### config.mk
export PLATFORM = sky130hd
export DESIGN_NAME = traffic_request_latch
export DESIGN_NICKNAME = d
export VERILOG_FILES = /design/src/rtl/traffic_req_pkg.sv /design/src/rtl/traffic_req_chan.sv /design/src/rtl/traffic_request_latch.sv
export SDC_FILE = /design/constraint.sdc
export NUM_CORES = 1
export LEC_CHECK = 0
export CAP_MARGIN = 20
export CORE_ASPECT_RATIO = 1.75
export CORE_MARGIN = 2
export CORE_UTILIZATION = 35
export CTS_CLUSTER_SIZE = 12
export DETAILED_ROUTE_END_ITERATION = 16
export PLACE_DENSITY = 0.59
export SYNTH_ARGS = -nofsm -noshare
export SYNTH_HDL_FRONTEND = slang
export SYNTH_SLANG_ARGS = --single-unit
### constraint.sdc
create_clock -name clk -period 1.8 [get_ports clk]
set_input_delay 0.36 -clock clk [delete_from_list [all_inputs] [get_ports clk]]
set_output_delay 0.36 -clock clk [all_outputs]
set_load 0.01 [all_outputs]
### src/rtl/traffic_req_pkg.sv
// traffic_req_pkg
// Shared types and constants for the traffic request front end.
//   chan_state_e : per-street request channel state
//   *CntW        : counter widths (debounce, service, wait)
//   wait_inc     : saturating increment for the wait counter
package traffic_req_pkg;

   localparam int unsigned DebCntW  = 4;
   localparam int unsigned SvcCntW  = 4;
   localparam int unsigned WaitCntW = 8;

   typedef enum logic [1:0] {
      StIdle     = 2'd0,
      StDebounce = 2'd1,
      StPending  = 2'd2,
      StServing  = 2'd3
   } chan_state_e;

   // Saturates at the all-ones value instead of wrapping.
   function automatic logic [WaitCntW-1:0] wait_inc(input logic [WaitCntW-1:0] cnt);
      if (&cnt) begin
         return cnt;
      end
      return cnt + 1'b1;
   endfunction

endpackage

### src/rtl/traffic_req_chan.sv
// traffic_req_chan
// One street's request channel: 2-flop sensor synchronizer, debounce, sticky
// request held until the street has been green for SERVICE_CYCLES, plus a
// starvation flag.
// Ports:
//   clk_i     : clock, rising edge
//   rst_n_i   : synchronous active-low reset
//   sensor_i  : raw asynchronous vehicle sensor
//   green_i   : controller green for this street
//   waiting_o : registered request to the controller
//   starve_o  : registered, request has waited STARVE_LIMIT cycles
module traffic_req_chan
   import traffic_req_pkg::*;
#(
   parameter int unsigned DEBOUNCE       = 3,
   parameter int unsigned SERVICE_CYCLES = 2,
   parameter int unsigned STARVE_LIMIT   = 15
) (
   input  logic clk_i,
   input  logic rst_n_i,
   input  logic sensor_i,
   input  logic green_i,
   output logic waiting_o,
   output logic starve_o
);

   localparam logic [DebCntW-1:0]  DebTarget    = DebCntW'(DEBOUNCE);
   localparam logic [SvcCntW-1:0]  SvcTarget    = SvcCntW'(SERVICE_CYCLES);
   localparam logic [WaitCntW-1:0] StarveTarget = WaitCntW'(STARVE_LIMIT);

   logic [1:0]          sync_q;
   chan_state_e         state_q, state_d;
   logic [DebCntW-1:0]  deb_q, deb_d, deb_inc;
   logic [SvcCntW-1:0]  svc_q, svc_d, svc_inc;
   logic [WaitCntW-1:0] wait_q, wait_d;
   logic                waiting_q, waiting_d;
   logic                starve_q, starve_d;
   logic                sensor_sync;

   assign sensor_sync = sync_q[1];

   always_comb begin
      state_d  = state_q;
      deb_d    = deb_q;
      svc_d    = svc_q;
      wait_d   = wait_q;
      starve_d = starve_q;
      deb_inc  = deb_q + 1'b1;
      svc_inc  = svc_q + 1'b1;

      unique case (state_q)
         StIdle: begin
            deb_d    = '0;
            svc_d    = '0;
            wait_d   = '0;
            starve_d = 1'b0;
            if (sensor_sync) begin
               if (DebTarget == 1) begin
                  state_d = StPending;
               end else begin
                  state_d = StDebounce;
                  deb_d   = 1;
               end
            end
         end
         StDebounce: begin
            if (!sensor_sync) begin
               state_d = StIdle;
               deb_d   = '0;
            end else if (deb_inc >= DebTarget) begin
               state_d = StPending;
               deb_d   = '0;
               wait_d  = '0;
            end else begin
               deb_d = deb_inc;
            end
         end
         StPending: begin
            // The sensor is ignored here so a held sensor cannot re-request.
            if (green_i) begin
               state_d  = StServing;
               svc_d    = 1;  // the sampling green cycle counts as service
               wait_d   = '0;
               starve_d = 1'b0;
            end else begin
               wait_d   = wait_inc(wait_q);
               starve_d = (wait_d >= StarveTarget);
            end
         end
         StServing: begin
            starve_d = 1'b0;
            if (svc_q >= SvcTarget || (green_i && svc_inc >= SvcTarget)) begin
               state_d = StIdle;
               deb_d   = '0;
               svc_d   = '0;
               wait_d  = '0;
            end else if (green_i) begin
               svc_d = svc_inc;
            end else begin
               // Green dropped early: the request is still owed.
               state_d = StPending;
               svc_d   = '0;
               wait_d  = '0;
            end
         end
         default: begin
            state_d  = StIdle;
            deb_d    = '0;
            svc_d    = '0;
            wait_d   = '0;
            starve_d = 1'b0;
         end
      endcase

      waiting_d = (state_d == StPending);
   end

   always_ff @(posedge clk_i) begin
      if (!rst_n_i) begin
         sync_q    <= '0;
         state_q   <= StIdle;
         deb_q     <= '0;
         svc_q     <= '0;
         wait_q    <= '0;
         waiting_q <= 1'b0;
         starve_q  <= 1'b0;
      end else begin
         sync_q    <= {sync_q[0], sensor_i};
         state_q   <= state_d;
         deb_q     <= deb_d;
         svc_q     <= svc_d;
         wait_q    <= wait_d;
         waiting_q <= waiting_d;
         starve_q  <= starve_d;
      end
   end

   assign waiting_o = waiting_q;
   assign starve_o  = starve_q;

endmodule

### src/rtl/traffic_request_latch.sv
// traffic_request_latch
// Sensor front end for the two-street traffic controller. Two independent
// request channels (main, first) plus a sticky both-green conflict flag.
// Ports:
//   clk           : clock, rising edge
//   rst           : synchronous active-low reset
//   sensor_main   : raw main-street sensor
//   sensor_first  : raw first-street sensor
//   green_main    : controller main-street green
//   green_first   : controller first-street green
//   waiting_main  : registered main-street request
//   waiting_first : registered first-street request
//   starve_main   : main request waited too long
//   starve_first  : first request waited too long
//   conflict_err  : sticky, both greens seen high on one edge
module traffic_request_latch
   import traffic_req_pkg::*;
#(
   parameter int unsigned DEBOUNCE       = 3,
   parameter int unsigned SERVICE_CYCLES = 2,
   parameter int unsigned STARVE_LIMIT   = 15
) (
   input  logic clk,
   input  logic rst,
   input  logic sensor_main,
   input  logic sensor_first,
   input  logic green_main,
   input  logic green_first,
   output logic waiting_main,
   output logic waiting_first,
   output logic starve_main,
   output logic starve_first,
   output logic conflict_err
);

   logic conflict_q, conflict_d;

   traffic_req_chan #(
      .DEBOUNCE       (DEBOUNCE),
      .SERVICE_CYCLES (SERVICE_CYCLES),
      .STARVE_LIMIT   (STARVE_LIMIT)
   ) u_chan_main (
      .clk_i     (clk),
      .rst_n_i   (rst),
      .sensor_i  (sensor_main),
      .green_i   (green_main),
      .waiting_o (waiting_main),
      .starve_o  (starve_main)
   );

   traffic_req_chan #(
      .DEBOUNCE       (DEBOUNCE),
      .SERVICE_CYCLES (SERVICE_CYCLES),
      .STARVE_LIMIT   (STARVE_LIMIT)
   ) u_chan_first (
      .clk_i     (clk),
      .rst_n_i   (rst),
      .sensor_i  (sensor_first),
      .green_i   (green_first),
      .waiting_o (waiting_first),
      .starve_o  (starve_first)
   );

   // Diagnostic only; the channels keep running regardless.
   always_comb begin
      conflict_d = conflict_q | (green_main & green_first);
   end

   always_ff @(posedge clk) begin
      if (!rst) begin
         conflict_q <= 1'b0;
      end else begin
         conflict_q <= conflict_d;
      end
   end

   assign conflict_err = conflict_q;

endmodule

-- After elaboration in Yosys (flattened, before gate mapping)
Index checks and enable logic that the tools add are counted.
Widths: inputs -> output; s select.
- add/subtract/negate cells: 6
- $lt $le $gt $ge: 8
- equal/unequal tests: 18
- muxes and demuxes: 62
- bitwise operators: 2
- reduce and logical (&&, ||, !) cells: 22
- operators by type and width (kind ; number):
    $mux 8 ; 18
    $pmux 8 s4 ; 2
    $mux 4 ; 12
    $pmux 4 s3 ; 4
    $ge 4x2->1 const B ; 6
    $mux 2 ; 12
    $add 4x1->4 const B ; 4
    $add 8x1->8 const B ; 2
    $ge 8x4->1 const B ; 2
    $pmux 2 s4 ; 2
    $reduce_and 8->1 ; 2
    $eq 2x2->1 const B ; 6
    $ne 2x1->1 const B ; 6
    $reduce_bool 3->1 ; 4
    $mux 1 ; 10
    $reduce_and 2->1 ; 4
    $ne 3x2->1 const B ; 2
    $reduce_and 3->1 ; 2
    $eq 2x1->1 const B ; 2
    $logic_not 2->1 ; 2
    $ne 2x2->1 const B ; 2
    $pmux 1 s2 ; 2
    $reduce_bool 2->1 ; 2
    $reduce_or 2->1 ; 2
    4 further kinds ; 6
- register bits: 45
- input port bits: 6
- output and inout port bits: 5
- word-level logic and storage cells: 133

-- Longest topological paths before layout
Gate-level depths: netlist of run 1.
- depth in word-level cells: 10
- mapped depth: 9
- gate-level depth less buffers: 8

-- Hierarchy
From an unflattened synthesis of run 1, not the netlist that was laid out.
- cell total of the unflattened synthesis: 321
- area total of the unflattened synthesis: 2668.8 um2
- by module, submodules not included (module ; instances ; cells each ; area an instance (um2) ; seq. area each (um2)):
    traffic_req_chan ; 2 ; 159 ; 1318.8 ; 440.4
    traffic_request_latch ; 1 ; 3 ; 31.3 ; 20.0

-- Worst setup path before layout of run 1
No wires, ideal clock.
- kind: reg2reg
- from: reg u_chan_first.svc_q[0]
- to: reg u_chan_first.wait_q[4]
- setup time: 119 ps
- arrival: 1651 ps
- required time: 1681 ps
- setup slack: 30 ps
- cell stages (with the launch flop): 10
- path buffers: 1
- clock period less this slack: 1770 ps
- path through: dfxtp_1 inv_1 ha_1 nor4b_2 nand2_1 nor3_2 o2bb2ai_1 buf_6 nor2_1 o221a_1
- word-level cells in the longest chain between the ends: 6
- elaborated cells between the ends (all ways): 9
- those cells by class: 1 x add/sub; 2 x order compare; 1 x eq/ne; 2 x mux; 3 x reduce/logical
- RTL lines (item ; RTL line ; text):
    start: declaration ; traffic_req_chan.sv:34 ; logic [SvcCntW-1:0] svc_q, svc_d, svc_inc;
    start signal: assignment ; traffic_req_chan.sv:131 ; svc_q <= svc_d;
    $add 4x1->4 ; traffic_req_chan.sv:49 ; svc_inc = svc_q + 1'b1;
    $ge 4x2->1 ; traffic_req_chan.sv:92 ; if (svc_q >= SvcTarget || (green_i && svc_inc >= SvcTarget)) begin
    $logic_and 1x1->1 ; traffic_req_chan.sv:92 ;
    $logic_or 1x1->1 * ; traffic_req_chan.sv:92 ;
    $mux 8 / $ne 3x2->1 (equally long branches) ; - ;
    $pmux 8 s4 / $reduce_and 3->1 (equally long branches) ; - ;
    end signal: assignment ; traffic_req_chan.sv:132 ; wait_q <= wait_d;
    end: declaration ; traffic_req_chan.sv:35 ; logic [WaitCntW-1:0] wait_q, wait_d;
Mark *: on every way between the ends. The rest lies on a longest branch, timed or not.
A chain may end at the register's enable or synchronous reset.

-- Worst setup path in the final report of run 1
- from: reg u_chan_first.deb_q[0]
- to: reg u_chan_first.wait_q[1]
- word-level cells in the longest chain between the ends: 4
- RTL lines (item ; RTL line ; text):
    start: declaration ; traffic_req_chan.sv:33 ; logic [DebCntW-1:0] deb_q, deb_d, deb_inc;
    start signal: assignment ; traffic_req_chan.sv:122 ; deb_q <= '0;
    start signal: assignment ; traffic_req_chan.sv:130 ; deb_q <= deb_d;
    $add 4x1->4 ; traffic_req_chan.sv:48 ; deb_inc = deb_q + 1'b1;
    $ge 4x2->1 ; traffic_req_chan.sv:70 ; end else if (deb_inc >= DebTarget) begin
    $ne 2x1->1 (no line) ; - ;
    $reduce_and 3->1 (no line) ; - ;
Every way passes these cells.

==> results of run 1 <==
[flip-flops by register name, summed over array words and instances (netlist names), 4 cells and up]
signal and flops:
u_chan_main.wait_q 8, u_chan_main.deb_q 4, u_chan_first.wait_q 8, u_chan_first.svc_q 4, u_chan_main.svc_q 4, u_chan_first.deb_q 4
[worst max-delay path, delay by kind of cell, from the launching register on]
family	cells	cell delay, ps
flip-flops	1	350
adder cells (fa/ha/maj)	1	160
AO/OA/AOI/OAI	5	1040
AND/OR/NAND/NOR	1	150
[where the power goes]
| group | internal [mW] | switching [mW] |
|---|---|---|
| sequential | 1.06 | 0.0430 |
| combinational | 0.640 | 0.627 |
| clock | 0.546 | 0.384 |
| total | 2.25 | 1.05 |
[area by class of cell]
type                    count  area share
clock buffers               7     0.03713
multi-input cells         249      0.5016
repair buffers             81      0.1739
inverters                  20     0.02020
flip-flops and latches     45      0.2391
well taps                  86     0.02801
[stage by stage]
stage	total power, mW	TNS (ps)
4_1_cts	3.152	-71.79
3_3_place_gp	2.086	-1775
6_report	3.305	-18.23
2_1_floorplan	1.672	0
3_5_place_dp	2.100	-2604
5_1_grt	3.490	-765.8
[Yosys cell counts, types with 5 or more instances]
cell type	instances	area, sq um
sky130_fd_sc_hd__a21oi_1	16	80.08
sky130_fd_sc_hd__and2_1	9	56.30
sky130_fd_sc_hd__clkbuf_1	5	18.77
sky130_fd_sc_hd__dfxtp_1	45	900.9
sky130_fd_sc_hd__ha_1	22	275.3
sky130_fd_sc_hd__inv_1	20	75.07
sky130_fd_sc_hd__nand2_1	24	90.09
sky130_fd_sc_hd__nand2b_1	7	43.79
sky130_fd_sc_hd__nand3_1	20	100.1
sky130_fd_sc_hd__nor2_1	34	127.6
sky130_fd_sc_hd__nor2b_1	8	50.05
sky130_fd_sc_hd__nor3_1	9	45.04
sky130_fd_sc_hd__o21ai_0	23	115.1
[how the worst max path moves through the flow]
stage                                     start                     end  slack [ps]  cells after the start
final                     u_chan_first.deb_q[0]  u_chan_first.wait_q[1]         -20                      7
after floorplan           u_chan_first.svc_q[0]  u_chan_first.wait_q[4]          30                      9
after detailed placement  u_chan_first.deb_q[0]  u_chan_first.wait_q[4]        -290                      7
after global routing      u_chan_first.deb_q[0]  u_chan_first.wait_q[1]        -110                      7
after CTS                 u_chan_first.deb_q[0]  u_chan_first.wait_q[1]         -40                      7
after global placement    u_chan_first.deb_q[0]  u_chan_first.wait_q[4]        -210                      7
[metal layers]
metal  GRT usage  wire length, um  vias to the layer above
met4     0.09135              200                        0
li1            -                -                     1312
met1      0.1854             2838                     1199
met5           0                0                        -
met2      0.3239             3966                       40
met3     0.02369              142                       14
[cell families after synthesis]
kind of cell	share of synthesized area
muxes	0.01137
buffers and inverters	0.04358
xor gates and xnor gates	0.003317
adders and majority gates	0.1042
DFF	0.3411
AOI/OAI and AO/OA	0.2170
and+or+nand+nor	0.2795
[repair_timing]
action                                  4_1_cts  5_1_grt
pin swaps                                    18       14
cloned                                        0        1
hold endpoints to repair                      0        0
hold buffers                                  0        0
gates resized for setup                      34       53
buffers inserted                              8        4
endpoints found under the setup margin       20       30
==> results.py, run 1 <==
metrics = {
    "routing": {
        "routed_via_density": 5.256,
        "wl_mm": 7.147,
        "wl_per_cell_um": 14.65,
        "drt-pass1-iter-count": 4,
        "detailedRoute.firstIterationViolations": 147,
        "postRouteAntennaNets": 0,
        "drt_drc_violations_left": 0,
        "vias": 2565,
    },
    "layout": {
        "multi_input_comb_area_sq_mm": 0.001927,
        "n_antenna_cell": 0,
        "layout_commonest_cell": "sky130_fd_sc_hd__buf_4",
        "area_growth_syn_to_layout_pct": 45.43,
        "filler_cell_count": 661,
        "seq_area_sq_um": 918.4,
        "finalNonFillerCells": 488,
        "fin_area_sq_mm": 0.003841,
        "mostFrequentLayoutCells": "sky130_fd_sc_hd__buf_4 (64), sky130_fd_sc_hd__dfxtp_1 (35), sky130_fd_sc_hd__nor2_1 (30)",
        "drive_above_1_share": 0.3483,
        "final_core_utilization": 0.5273,
        "nNetsFinal": 430,
    },
    "clocking": {
        "cts_tree": "done",
        "clk_latency_ps": 290,
        "cts_made_buffers": 5,
        "cts_max_path_buffers": 2,
        "htree_levels": 2,
        "clkSinkCount": 45,
        "root_buf_cell": "sky130_fd_sc_hd__clkbuf_16",
        "clk_pin_slew_ps": 60,
    },
    "synth": {
        "yosys_warnings": 0,
        "async_reset_ff_frac": 0,
        "netlist_area_sq_mm": 0.002641,
        "synth_edf_count": 0,
        "syn_area_per_cell_sq_um": 8.203,
        "unique_masters_post_synth": 61,
        "ys_seq_area_frac": 0.3411,
        "postSynthNetCount": 350,
        "synth_seq_cells": 45,
        "postSynth.topFlopCell": "sky130_fd_sc_hd__dfxtp_1",
        "synthCells": 322,
    },
    "worst_setup_path": {
        "timing.critical_path.required_ps": 1980,
        "ff2ff_setup_slack_ps": -20,
        "crit-reg2reg-launch": "u_chan_first.deb_q[0]",
        "critical_path_cell_list": "ha_4 -> and2_4 -> a21o_1 -> a211oi_4 -> o2bb2ai_4 -> a22o_1 -> a32o_1",
        "setup.worst_path.start_class": "flip-flop",
        "r2r_end": "u_chan_first.wait_q[1]",
        "timing.critical_path.arrival_ps": 2000,
        "critical_path.slowest_cell": "sky130_fd_sc_hd__dfxtp_2",
        "critical_path_class": "reg -> reg",
        "worstPathMaxFanout": 6,
        "highest_cell_delay_on_the_worst_timing_path_ps": 350,
        "crit_path_end_kind": "flip-flop",
        "r2r_cells": 7,
    },
    "placement": {
        "globalplace.congestion": 0.8452,
        "preCtsSetupSlack_ps": -289.2,
        "place.detailed.instances": 469,
        "hpwl_mm": 4.911,
        "io_buffer_count": 10,
        "placedInstanceArea_sq_mm": 0.003264,
    },
    "die": {
        "die_y_um": 118.9,
        "placeableCoreArea_sq_mm": 0.007284,
        "rows": 41,
        "io_pins": 11,
        "design.die.area_sq_mm": 0.008285,
        "floorplan.die.width_um": 69.67,
        "floorplan.initialDensity": 0.3626,
    },
    "grt": {
        "antenna_found_initial": 0,
        "grt.total_usage": 0.1737,
        "grt_max_degree": 25,
        "grt_remaining_overflow": 0,
        "via_count_of_the_first_global_routing_pass": 2604,
        "grt_first_pass_wirelength_mm": 11.73,
    },
    "timing": {
        "layout_setup_ws_ps": -18.23,
        "min_period_over_period": 1.010,
        "relative_max_transition_margin": 0.7475,
        "final.hold.worst_slack_ps": 435.3,
        "skew_ps": 4.821,
        "final-max-slew-violation-count": 0,
        "worst_slew_pin_slew_ps": 374.7,
        "final.min_clock_period_ps": 1818,
        "setup_viol_count_final": 1,
        "finalHoldViolations": 0,
        "grt_setup_unrepaired": "yes",
        "achievable-frequency_ghz": 0.5500,
    },
    "hold_path": {
        "terminating_pin_of_the_worst_hold_path": "u_chan_main.sync_q[1]",
        "hold_path_depth": 1,
        "worst_hold_path_type": "reg -> reg",
        "worstHoldStart": "u_chan_main.sync_q[0]",
    },
    "job": {
        "timing.max_cap.violations": 0,
    },
    "run_status": {
        "failed_checks": "negative setup slack",
        "outcome": "complete, but fails checks",
    },
    "power": {
        "power-per-cell-area_mw_per_mm2": 860.4,
        "vdd_ir_drop_max_uv": 432.7,
        "p_leak_nw": 1.520,
    },
}
Note: power is estimated with default switching activity, not from simulation.
==> run 2: changes to the inputs <==
--- a/config.mk
+++ b/config.mk
@@ -11,7 +11,7 @@
 export CORE_UTILIZATION = 35
 export CTS_CLUSTER_SIZE = 12
 export DETAILED_ROUTE_END_ITERATION = 16
-export PLACE_DENSITY = 0.59
+export PLACE_DENSITY_LB_ADDON = 0.05
 export SYNTH_ARGS = -nofsm -noshare
 export SYNTH_HDL_FRONTEND = slang
 export SYNTH_SLANG_ARGS = --single-unit
==> run 2 against run 1 <==
Against the previous run:
- the run still ends with negative setup slack left
- clock-buffer cell count increased by 1
- first-iteration DRC count is 33% lower
- setup slack worse by 14 ps
- flip-flop and latch count unchanged
- combinational power is 9% lower
- clock power is 3.1% lower
- critical path depth increased by 1
- highest routed layer unchanged
- sequential power is essentially flat
==> results.py, run 2 (synthesis gave the netlist of run 1 again) <==
metrics = {
    "run_status": {
        "outcome": "complete, but fails checks",
        "failed_checks": "negative setup slack",
    },
    "clocking": {
        "clk_latency_ps": 280,
        "clk_pin_slew_ps": 60,
        "root_buf_cell": "sky130_fd_sc_hd__clkbuf_16",
        "clkSinkCount": 45,
        "htree_levels": 2,
        "cts_max_path_buffers": 2,
        "cts_made_buffers": 5,
        "cts_tree": "done",
    },
    "worst_setup_path": {
        "critical_path_class": "reg -> reg",
        "cp_top_delay_family": "compound AO/OA/AOI/OAI gates",
        "highest_cell_delay_on_the_worst_timing_path_ps": 350,
        "crit_path_end_kind": "flip-flop",
        "critPathBufInv": 1,
        "worstPathMaxFanout": 7,
        "critical_path_cell_list": "ha_4 -> and2_4 -> a21o_1 -> a211oi_2 -> o2bb2ai_1 -> buf_4 -> a22o_1 -> a32o_1",
        "timing.critical_path.arrival_ps": 2010,
        "timing.critical_path.required_ps": 1980,
        "critical_path.slowest_cell": "sky130_fd_sc_hd__dfxtp_4",
        "setup.worst_path.start_class": "flip-flop",
    },
    "die": {
        "floorplan.die.width_um": 69.67,
        "die_y_um": 118.9,
        "floorplan.initialDensity": 0.3626,
        "rows": 41,
        "io_pins": 11,
        "design.die.area_sq_mm": 0.008285,
        "placeableCoreArea_sq_mm": 0.007284,
    },
    "routing": {
        "detailedRoute.firstIterationViolations": 99,
        "drt_drc_violations_left": 0,
        "vias": 2546,
        "drt-pass1-iter-count": 4,
        "routed_via_density": 5.207,
        "wl_mm": 7.094,
        "postRouteAntennaNets": 0,
        "wl_per_cell_um": 14.51,
    },
    "power": {
        "power.net_switching_mw": 1.010,
        "power.share.combinational": 0.364,
        "power_report.internal_total_mw": 2.167,
        "p_leak_nw": 1.502,
        "clkPwrFrac": 0.284,
        "p_sw_frac": 0.3179,
        "seq_power_share": 0.352,
        "vdd_ir_drop_max_uv": 535.8,
        "power-per-cell-area_mw_per_mm2": 836.7,
        "total_power_mw": 3.176,
    },
    "timing": {
        "final.min_clock_period_ps": 1832,
        "min_period_over_period": 1.018,
        "finalHoldViolations": 0,
        "achievable-frequency_ghz": 0.5459,
        "relative_max_transition_margin": 0.7406,
        "layout_setup_ws_ps": -31.80,
        "worst_slew_pin_slew_ps": 385.0,
        "grt_setup_unrepaired": "yes",
        "final-max-slew-violation-count": 0,
        "skew_ps": 5.390,
        "setup_viol_count_final": 3,
    },
    "grt": {
        "grt_first_pass_wirelength_mm": 11.34,
        "grt_max_degree": 13,
        "via_count_of_the_first_global_routing_pass": 2475,
        "antenna_found_initial": 0,
        "grt.total_usage": 0.1707,
        "grt_remaining_overflow": 0,
    },
    "layout": {
        "layout_commonest_cell": "sky130_fd_sc_hd__buf_4",
        "nNetsFinal": 430,
        "mostFrequentLayoutCells": "sky130_fd_sc_hd__buf_4 (66), sky130_fd_sc_hd__dfxtp_1 (33), sky130_fd_sc_hd__nor2_1 (29)",
        "reg.largest.list": "u_chan_first.wait_q (8), u_chan_main.wait_q (8)",
        "area_growth_syn_to_layout_pct": 43.72,
        "filler_cell_count": 722,
        "finalNonFillerCells": 489,
        "drive_above_1_share": 0.3573,
        "n_antenna_cell": 0,
    },
    "placement": {
        "preCtsSetupSlack_ps": -175.9,
        "hpwl_mm": 5.217,
        "globalplace.congestion": 0.8326,
        "io_buffer_count": 10,
        "place.detailed.instances": 470,
    },
    "job": {
        "timing.max_cap.violations": 0,
    },
    "hold_path": {
        "worst_hold_path_type": "reg -> reg",
    },
}
-- run 2: power by group through the flow --
| stage | Sequential, mW | Combinational, mW | Clock [mW] |
|---|---|---|---|
| after global routing | 1.13 | 1.27 | 0.959 |
| after detailed placement | 1.13 | 0.963 | 0 |
| after floorplan | 1.14 | 0.534 | 0 |
| after global placement | 1.13 | 0.965 | 0 |
| after CTS | 1.11 | 1.01 | 0.932 |
| final | 1.12 | 1.16 | 0.901 |
-- run 2: cell type report --
type                            count  area, sq um  share of cell area
Clock buffer                        8        136.4             0.03593
Inverter                           20        77.57             0.02044
Multi-Input combinational cell    249         1899              0.5003
Sequential cell                    45        923.4              0.2432
Tap cell                           86        107.6             0.02835
Timing Repair Buffer               81        651.9              0.1717
-- run 2: final timing paths --
path	startpoint	to	slack, ps	cells after the start
setup / recovery	u_chan_first.deb_q[0]	u_chan_first.wait_q[1]	-30	8
hold / removal	u_chan_main.sync_q[0]	u_chan_main.sync_q[1]	430	1
setup reg to reg	u_chan_first.deb_q[0]	u_chan_first.wait_q[1]	-30	8
hold reg to reg	u_chan_main.sync_q[0]	u_chan_main.sync_q[1]	430	1
-- run 2: per-layer routing --
layer,global-route usage,vias up,wire length (um)
li1,-,1321,-
met1,0.1764,1187,2847
met4,0.06370,0,174
met2,0.3371,28,3948
met3,0.02453,10,123
met5,0,-,0
-- run 2: per-stage QoR --
step | hold WS [ps] | area [sq um] | util | TNS [ps]
finish | 433.6 | 3796 | 0.5211 | -40.49
global route | 448.3 | 3796 | 0.5211 | -1134
CTS | 436.1 | 3512 | 0.4821 | -316.3
detailed placement | 419.1 | 3259 | 0.4474 | -1320
global placement | 420.8 | 3259 | 0.4474 | -849.8
floorplan | 411.9 | 2641 | - | 0
-- run 2: what timing repair did --
action	in CTS	in global routing
gates cloned	0	1
buffers inserted	4	6
gates resized for setup	23	66
pin swaps	12	24
endpoints found under the setup margin	20	30
hold buffers	0	0
==> run 3: changes to the inputs <==
--- a/config.mk
+++ b/config.mk
@@ -6,12 +6,15 @@
 export NUM_CORES = 1
 export LEC_CHECK = 0
 export CAP_MARGIN = 20
+export CELL_PAD_IN_SITES_DETAIL_PLACEMENT = 1
+export CELL_PAD_IN_SITES_GLOBAL_PLACEMENT = 2
 export CORE_ASPECT_RATIO = 1.75
 export CORE_MARGIN = 2
-export CORE_UTILIZATION = 35
+export CORE_UTILIZATION = 33
 export CTS_CLUSTER_SIZE = 12
 export DETAILED_ROUTE_END_ITERATION = 16
 export PLACE_DENSITY_LB_ADDON = 0.05
+export SLEW_MARGIN = 25
 export SYNTH_ARGS = -nofsm -noshare
 export SYNTH_HDL_FRONTEND = slang
 export SYNTH_SLANG_ARGS = --single-unit
==> run 3 against run 2 <==
Against the previous run:
- the run still ends with negative setup slack left
- clock power is 18% higher
- global-route usage is 3.4 points higher
- first-iteration DRC count is 18% lower
- routed wire length is 24% higher
- flip-flop and latch count stayed put
- total power is 9.2% higher
- sequential power hardly changed
- final area is 6.4% higher
- critical path type unchanged
==> results.py, run 3 (synthesis gave the netlist of run 1 again) <==
metrics = {
    "worst_setup_path": {
        "setup.worst_path.start_class": "flip-flop",
        "ff2ff_setup_slack_ps": -90,
        "timing.critical_path.required_ps": 1990,
        "worstPathMaxFanout": 5,
        "timing.critical_path.arrival_ps": 2080,
        "crit_path_end_kind": "flip-flop",
        "critical_path_class": "reg -> reg",
    },
    "timing": {
        "final-max-slew-violation-count": 0,
        "min_period_over_period": 1.052,
        "finalHoldViolations": 0,
        "final.hold.worst_slack_ps": 435.2,
        "setup_viol_count_final": 6,
        "layout_setup_ws_ps": -92.85,
        "final.min_clock_period_ps": 1893,
        "achievable-frequency_ghz": 0.5283,
        "relative_max_transition_margin": 0.7274,
        "worst_slew_pin_slew_ps": 407.7,
        "grt_setup_unrepaired": "yes",
        "skew_ps": 7.727,
    },
    "grt": {
        "antenna_found_initial": 0,
        "grt_remaining_overflow": 0,
        "via_count_of_the_first_global_routing_pass": 2898,
        "grt.total_usage": 0.2043,
        "grt_max_degree": 14,
        "grt_first_pass_wirelength_mm": 13.89,
    },
    "layout": {
        "area_growth_syn_to_layout_pct": 52.96,
        "mostFrequentLayoutCells": "sky130_fd_sc_hd__buf_4 (70), sky130_fd_sc_hd__dfxtp_1 (34), sky130_fd_sc_hd__nor2_1 (29)",
        "n_antenna_cell": 0,
        "finalNonFillerCells": 499,
        "filler_cell_count": 921,
        "nNetsFinal": 437,
        "layout_commonest_cell": "sky130_fd_sc_hd__buf_4",
        "drive_above_1_share": 0.4108,
        "reg.largest.list": "u_chan_first.wait_q (8), u_chan_main.wait_q (8)",
    },
    "clocking": {
        "clk_latency_ps": 290,
        "cts_tree": "done",
        "clk_pin_slew_ps": 70,
        "clkSinkCount": 45,
        "cts_made_buffers": 5,
        "htree_levels": 2,
        "root_buf_cell": "sky130_fd_sc_hd__clkbuf_16",
        "cts_max_path_buffers": 2,
    },
    "die": {
        "floorplan.initialDensity": 0.3363,
        "rows": 43,
        "io_pins": 11,
        "die_y_um": 122.4,
        "placeableCoreArea_sq_mm": 0.007855,
        "design.die.area_sq_mm": 0.008764,
        "floorplan.die.width_um": 71.63,
    },
    "placement": {
        "globalplace.congestion": 0.8034,
        "hpwl_mm": 6.254,
        "preCtsSetupSlack_ps": -192.0,
        "io_buffer_count": 10,
        "place.detailed.instances": 478,
    },
    "routing": {
        "drt-pass1-iter-count": 4,
        "wl_per_cell_um": 17.57,
        "wl_mm": 8.767,
        "drt_drc_violations_left": 0,
        "vias": 2669,
        "postRouteAntennaNets": 0,
        "detailedRoute.firstIterationViolations": 81,
        "routed_via_density": 5.349,
    },
    "power": {
        "power-per-cell-area_mw_per_mm2": 858.6,
        "p_leak_nw": 1.587,
        "vdd_ir_drop_max_uv": 610.8,
    },
    "run_status": {
        "outcome": "complete, but fails checks",
        "failed_checks": "negative setup slack",
    },
    "hold_path": {
        "worst_hold_path_type": "reg -> reg",
    },
    "job": {
        "timing.max_cap.violations": 0,
    },
}
-- run 3: final cells by class --
class | instances | area [sq um] | area share
multi-input cells | 249 | 2049 | 0.5073
flip-flops and latches | 45 | 924.6 | 0.2289
repair buffers | 88 | 715.7 | 0.1771
clock buffers | 5 | 125.1 | 0.03097
well taps | 90 | 112.6 | 0.02787
inverters | 20 | 77.57 | 0.01920
clock inverters | 2 | 35.03 | 0.008671
-- run 3: worst paths after layout --
kind,start,to,cells past startpoint
worst min-delay path,u_chan_main.sync_q[0],u_chan_main.sync_q[1],1
worst max register to register,u_chan_first.deb_q[0],u_chan_first.wait_q[1],7
worst min register to register,u_chan_main.sync_q[0],u_chan_main.sync_q[1],1
worst max-delay path,u_chan_first.deb_q[0],u_chan_first.wait_q[1],7
-- run 3: timing repair --
| item | 4_1_cts | 5_1_grt |
|---|---|---|
| hold buffers | 0 | 0 |
| setup endpoints to repair | 25 | 28 |
| pin swaps | 12 | 23 |
| buffers inserted | 7 | 7 |
| resized for setup | 46 | 72 |
| gates cloned | 1 | 0 |
-- run 3: critical path, cell delays in order, from the launching register on --
cell and delay (ps):
sky130_fd_sc_hd__dfxtp_4 350, sky130_fd_sc_hd__ha_4 160, sky130_fd_sc_hd__and2_4 150, sky130_fd_sc_hd__a21o_1 200, sky130_fd_sc_hd__a211oi_4 320, sky130_fd_sc_hd__o2bb2ai_4 150
sky130_fd_sc_hd__a22o_1 250, sky130_fd_sc_hd__a32o_1 210
-- run 3: metrics by stage --
stage	setup TNS (ps)	utilization	cell area, sq um	power, mW
2_1_floorplan	0	-	2641	1.672
3_3_place_gp	-1968	0.4194	3294	2.114
3_5_place_dp	-2463	0.4194	3294	2.135
4_1_cts	-162.7	0.4715	3704	3.339
5_1_grt	-1441	0.5143	4040	3.664
6_report	-297.4	0.5143	4040	3.469
-- run 3: where the power goes --
group	switching, mW	leakage, nW	total (mW)	internal, mW
Sequential	0.0559	0.371	1.12	1.06
Clock	0.410	0.0797	1.06	0.646
Combinational	0.662	1.14	1.30	0.634
-- run 3: layer usage --
| layer | vias to the layer above | routed length, um | global-route usage |
|---|---|---|---|
| li1 | 1326 | - | - |
| met3 | 14 | 132 | 0.03284 |
| met5 | - | 0 | 0 |
| met1 | 1298 | 3090 | 0.1921 |
| met4 | 0 | 229 | 0.08726 |
| met2 | 31 | 5314 | 0.4155 |
